## src/rtl/board_mem_arbiter.sv

```systemverilog
// board_mem_arbiter
// Single-port board RAM arbiter. Each cycle it grants at most one of: a clear-sweep
// write, a display cell read, or a game-logic cell write. Write starvation is bounded
// by STARVE_LIMIT. Arbitration happens in cycle N, the RAM controls are registered
// into N+1, and read data returns in N+2.
// Optional feature: define BOARD_CLEAR_EN to build the CLEAR state and the
// clr_req/clr_busy/clr_done sweep. Without it, clr_busy and clr_done are tied low
// and clr_req is ignored.
module board_mem_arbiter #(
    parameter int CELLS        = 100,
    parameter int STARVE_LIMIT = 16
) (
    input  logic       clk,
    input  logic       rst_n,
    input  logic       disp_req,
    input  logic [6:0] disp_addr,
    output logic       disp_gnt,
    output logic       disp_rvalid,
    output logic [1:0] disp_data,
    input  logic       wr_req,
    input  logic [6:0] wr_addr,
    input  logic [1:0] wr_data,
    output logic       wr_ack,
    output logic       wr_err,
    output logic [6:0] mem_addr,
    output logic       mem_we,
    output logic [1:0] mem_wdata,
    input  logic [1:0] mem_rdata,
    input  logic       clr_req,
    output logic       clr_busy,
    output logic       clr_done
);

    localparam logic [6:0] NUM_CELLS  = 7'(CELLS);
    localparam logic [4:0] STARVE_MAX = 5'(STARVE_LIMIT);

    typedef enum logic [1:0] {
        S_IDLE,
        S_RUN
`ifdef BOARD_CLEAR_EN
        , S_CLEAR
`endif
    } state_t;

    state_t     state_q, state_d;
    logic [4:0] starve_q, starve_d;
    logic       wr_pend;
    logic       starved;
    logic       clr_win;
    logic       grant_rd;
    logic       grant_wr;
    logic       disp_in_range;
    logic       wr_in_range;
    logic       mem_we_d;
    logic [6:0] mem_addr_d;
    logic [1:0] mem_wdata_d;
    logic       rd_oor_q;
    logic       rvalid_oor_q;

`ifdef BOARD_CLEAR_EN
    logic [6:0] clr_cnt_q;
    logic       grant_clr;

    assign clr_win = clr_req;
`else
    logic unused_clr_req;

    assign unused_clr_req = clr_req;
    assign clr_win        = 1'b0;
    assign clr_busy       = 1'b0;
    assign clr_done       = 1'b0;
`endif

    assign disp_in_range = (disp_addr < NUM_CELLS);
    assign wr_in_range   = (wr_addr < NUM_CELLS);
    // The write whose wr_ack is high this cycle is already done; the held wr_req
    // must not be arbitrated again.
    assign wr_pend       = wr_req && !wr_ack;
    assign starved       = wr_pend && (starve_q == STARVE_MAX);

    // State register; reset is sampled synchronously on the clock edge.
    always_ff @(posedge clk) begin
        if (!rst_n) begin
            state_q  <= S_IDLE;
            starve_q <= '0;
        end else begin
            // NOTE: sequential state is assigned with <= so every register samples
            // pre-edge values; the combinational block below uses = instead.
            state_q  <= state_d;
            starve_q <= starve_d;
        end
    end

    // Next state, arbitration decision and next RAM controls for this cycle.
    always_comb begin
        // NOTE: every output of this block gets a default first, so no path can
        // leave a variable unassigned and infer a latch.
        state_d     = state_q;
        starve_d    = starve_q;
        grant_rd    = 1'b0;
        grant_wr    = 1'b0;
        mem_we_d    = 1'b0;
        mem_addr_d  = mem_addr;
        mem_wdata_d = mem_wdata;
`ifdef BOARD_CLEAR_EN
        grant_clr   = 1'b0;
`endif

        case (state_q)
            S_IDLE: state_d = S_RUN;
            S_RUN: begin
                if (clr_win) begin
                    // Clear takes the whole cycle; a pending write stays pending.
`ifdef BOARD_CLEAR_EN
                    state_d = S_CLEAR;
`endif
                end else if (starved) begin
                    grant_wr = 1'b1;
                end else if (disp_req) begin
                    grant_rd = 1'b1;
                end else if (wr_pend) begin
                    grant_wr = 1'b1;
                end
            end
`ifdef BOARD_CLEAR_EN
            S_CLEAR: begin
                // clr_cnt_q == NUM_CELLS is the cycle the last sweep write is on
                // the RAM bus; nothing new is granted until RUN resumes.
                if (clr_cnt_q == NUM_CELLS) begin
                    state_d = S_RUN;
                end else begin
                    grant_clr   = 1'b1;
                    mem_we_d    = 1'b1;
                    mem_addr_d  = clr_cnt_q;
                    mem_wdata_d = 2'b00;
                end
            end
`endif
            default: state_d = S_IDLE;
        endcase

        // Out-of-range accesses are acknowledged but never reach the RAM.
        if (grant_wr && wr_in_range) begin
            mem_we_d    = 1'b1;
            mem_addr_d  = wr_addr;
            mem_wdata_d = wr_data;
        end else if (grant_rd && disp_in_range) begin
            mem_addr_d  = disp_addr;
        end

        // Only RUN arbitration cycles age a waiting write, so CLEAR freezes it.
        if (wr_ack) begin
            starve_d = '0;
        end else if ((state_q == S_RUN) && wr_pend && !grant_wr && (starve_q != STARVE_MAX)) begin
            starve_d = starve_q + 5'd1;
        end
    end

    // Registered RAM controls, grants, acks and the two-stage read return pipeline.
    always_ff @(posedge clk) begin
        if (!rst_n) begin
            disp_gnt     <= 1'b0;
            disp_rvalid  <= 1'b0;
            rd_oor_q     <= 1'b0;
            rvalid_oor_q <= 1'b0;
            wr_ack       <= 1'b0;
            wr_err       <= 1'b0;
            mem_we       <= 1'b0;
            mem_addr     <= '0;
            mem_wdata    <= '0;
        end else begin
            disp_gnt     <= grant_rd;
            rd_oor_q     <= grant_rd && !disp_in_range;
            disp_rvalid  <= disp_gnt;
            rvalid_oor_q <= rd_oor_q;
            wr_ack       <= grant_wr;
            wr_err       <= grant_wr && !wr_in_range;
            mem_we       <= mem_we_d;
            mem_addr     <= mem_addr_d;
            mem_wdata    <= mem_wdata_d;
        end
    end

    // Read data is the RAM output, or the error code for an out-of-range cell.
    always_comb begin
        disp_data = 2'b00;
        if (disp_rvalid) begin
            disp_data = rvalid_oor_q ? 2'b11 : mem_rdata;
        end
    end

`ifdef BOARD_CLEAR_EN
    // Sweep address counter and the busy/done flags aligned to the RAM write cycles.
    always_ff @(posedge clk) begin
        if (!rst_n) begin
            clr_cnt_q <= '0;
            clr_busy  <= 1'b0;
            clr_done  <= 1'b0;
        end else begin
            clr_busy <= grant_clr;
            clr_done <= (state_q == S_CLEAR) && (clr_cnt_q == NUM_CELLS);
            if (grant_clr) begin
                clr_cnt_q <= clr_cnt_q + 7'd1;
            end else if (state_q != S_CLEAR) begin
                clr_cnt_q <= '0;
            end
        end
    end
`endif

endmodule

```

## config.mk

```make
export PLATFORM = sky130hd
export DESIGN_NAME = board_mem_arbiter
export DESIGN_NICKNAME = d
export VERILOG_FILES = /design/src/rtl/board_mem_arbiter.sv
export SDC_FILE = /design/constraint.sdc
export NUM_CORES = 1
export LEC_CHECK = 0
export CAP_MARGIN = 5
export CORE_ASPECT_RATIO = 1.25
export CORE_UTILIZATION = 44
export CTS_BUF_LIST = sky130_fd_sc_hd__clkbuf_4
export CTS_CLUSTER_SIZE = 30
export DETAILED_ROUTE_END_ITERATION = 10
export PLACE_DENSITY = 0.81
export SLEW_MARGIN = 40
export SYNTH_ARGS = -nofsm -noshare
export SYNTH_HDL_FRONTEND = slang
export SYNTH_SLANG_ARGS = --single-unit
```

## constraint.sdc

```tcl
create_clock -name clk -period 2 [get_ports clk]
set_input_delay 0.4 -clock clk [delete_from_list [all_inputs] [get_ports clk]]
set_output_delay 0.4 -clock clk [all_outputs]
set_load 0.1 [all_outputs]
```

==> reports/metrics.cfg <==
[status]
outcome = completed

[route]
dr_total_vias = 858
firstDrtPassIters = 4
drc = 0
first_iter_violations = 9
wirelength_mm = 2.18
ant_nets = 0
wl_per_cell_um = 12.8
via_per_inst = 5.05

[floorplan]
placementRows = 19
initial_utilization_pct = 46.6
die-area_mm2 = 0.00252
die_h_um = 55.8
die_w_um = 45.1
core_area_mm2 = 0.00219
ios = 41

[timing]
worst_slack_ns = 0.277
drv_slew = 0
clock_skew_ns = 0.00774
fmax_mhz = 580
setup_violations = 0
setup-tns-final_ns = 0
rsz0062_at_grt = no
finalCritPeriodShare_pct = 86.1
timing.hold.ws_ns = 0.454
finalHoldViolCount = 0
post-route-min-period_ns = 1.72

[global_route]
antenna_found_initial = 0
overflow = 0
grt_pass1_vias = 829
grt_use_total_pct = 18.0
grt_max_degree = 14
grt_pass1_wl_mm = 3.43

[clocking]
clock-sinks = 22
cts_resized = 0
ctsHtreeMaxLevel = 1
cts_tree = built
clockBufferDepth = 2
numCtsBuffers = 3
clkLatencyLatePin_ns = 0.30
clkTransAtPathRegs_ns = 0.12
cts_setup_buffers = 0
root_buffer = clkbuf_4
ctsHoldBuffers = 0

[logic_synthesis]
synth_seq_cells = 22
yosys.area.top_type = dfxtp_1
ys_types = 33
synthArstFlopShare_pct = 0
synthTopCellsByCount = dfxtp_1, inv_1, nor2_1
syn_area_mm2 = 0.00102
synth.most_common_cell = dfxtp_1
yosysSeqAreaShare_pct = 43.2
yosysTopAreaCellShare_pct = 43.2
yosys_warnings = 0
postSynthCellCount = 95
synth.area.top_cells = dfxtp_1, o21a_1, o221a_2, mux2i_1, inv_1
dominantRegCellSynth = dfxtp_1
syn-mean-instance-area_um2 = 10.7
synth_edf_count = 0

[placement]
port_buffers = 37
dp.cells = 166
dp_worst_setup_slack_ns = -0.0150
post-dp-hpwl_mm = 1.77
place_area_mm2 = 0.00144
place.gp.congestion = 0.792

[power_and_ir_drop]
swShare_pct = 30.4
clkPwrFrac_pct = 30.5
combPwrFrac_pct = 26.6
power.switching_mw = 0.330
ir_drop_mv = 0.517
p_int_mw = 0.756
p_per_area_mw_per_mm2 = 727
power.leakage_nw = 0.651
power_frac_seq_pct = 42.9

[critical_path]
end_kind = flop
criticalPathCategory = flop to flop
timing.critical_path.from = starve_q[0]$_SDFFE_PP0P_
crit_buf_inv = 1
max_stage_delay_ns = 0.37
crit_required_ns = 2.20
reg2reg_from = starve_q[0]$_SDFFE_PP0P_
cp.arrival_ns = 1.93
cp_top_family = compound AO/OA/AOI/OAI gates
slowest_stage = dfxtp_1
path_cells = inv_1, ha_1, and4bb_1, o211ai_4, nand2_1, o21a_1
cp-start-kind = flop
path_max_fanout = 8

[run]
drv_cap = 0

[final_layout]
design_area_mm2 = 0.00150
drive_above_1_share_pct = 26.6
final_cells = 170
syn_to_final_growth_pct = 46.6
fin_nets = 165
fill_cells = 185
antenna_cells = 0

[min_path]
min_path_type = flop to flop
hold_path_startpoint = rd_oor_q$_SDFF_PN0_

-- per-layer routing --
layer	part of all wire (%)	GRT usage, %	vias up
met5	0	0	-
met3	6.9	2.92	0
met4	0	5.19	0
met2	52	32.5	30
li1	-	-	422
met1	41	20.7	406
-- worst reg2reg max path, delay by kind of cell (launching register included) --
kind	cells	cell delay, ns
compound gates	2	0.49
fa+ha+maj	1	0.24
buf+inv	1	0.08
flops	1	0.37
simple gates	2	0.46
-- layout make-up --
| type | count | area, um^2 | share of cell area, % |
|---|---|---|---|
| clock buffer | 3 | 22.5 | 1.51 |
| multi-input combinational | 60 | 522 | 34.9 |
| clock inverter | 1 | 30.0 | 2.01 |
| timing repair buffer | 44 | 408 | 27.3 |
| inverter | 9 | 33.8 | 2.26 |
| sequential | 22 | 440 | 29.5 |
| tap | 31 | 38.8 | 2.59 |
-- final timing paths --
check / to / slack (ns) / cells past startpoint
worst max-delay path: mem_addr[2]$_SDFFE_PN0P_ / 0.28 / 6
worst min-delay path: rvalid_oor_q$_SDFF_PN0_ / 0.45 / 1
worst max register to register: mem_addr[2]$_SDFFE_PN0P_ / 0.28 / 6
worst min register to register: rvalid_oor_q$_SDFF_PN0_ / 0.45 / 1
-- stage by stage --
| stage | utilization [%] | power (mW) |
|---|---|---|
| floorplan | - | 0.668 |
| global placement | 66.0 | 0.762 |
| detailed placement | 66.0 | 0.766 |
| CTS | 68.4 | 1.10 |
| global route | 68.4 | 1.12 |
| finish | 68.4 | 1.09 |
-- power by group through the flow --
stage	clock network [mW]	logic [mW]	registers (mW)
2_1_floorplan	0	0.0831	0.585
3_3_place_gp	0	0.286	0.476
3_5_place_dp	0	0.289	0.477
4_1_cts	0.340	0.290	0.467
5_1_grt	0.354	0.300	0.469
6_report	0.331	0.289	0.466
-- cells in the final DEF (no fill, tap or decap), types with 3 or more instances in the layout --
cell and count:
dfxtp_1 22, o221a_2 4, and2_1 5, buf_4 21, inv_1 9, nand4_1 3
mux2i_1 4, xor2_1 3, clkbuf_4 3, nand2_1 3, o21a_1 7, nor2_1 8
clkdlybuf4s50_1 21
-- registers in the layout (all words and copies together) (netlist names) --
name / count
disp_rvalid: 1
starve_q: 5
mem_wdata: 2
disp_gnt: 1
state_q: 1
wr_err: 1
rd_oor_q: 1
mem_we: 1
rvalid_oor_q: 1
wr_ack: 1
mem_addr: 7
-- cell families after synthesis --
| logic type | synth area share (%) |
|---|---|
| AOI/OAI and AO/OA | 23.7 |
| xor gates and xnor gates | 3.44 |
| adders and majority gates | 2.45 |
| buffers and inverters | 6.01 |
| DFF | 43.2 |
| muxes | 3.93 |
| other | 0.368 |
| and+or+nand+nor | 16.9 |
(Power assumes the default switching activity.)
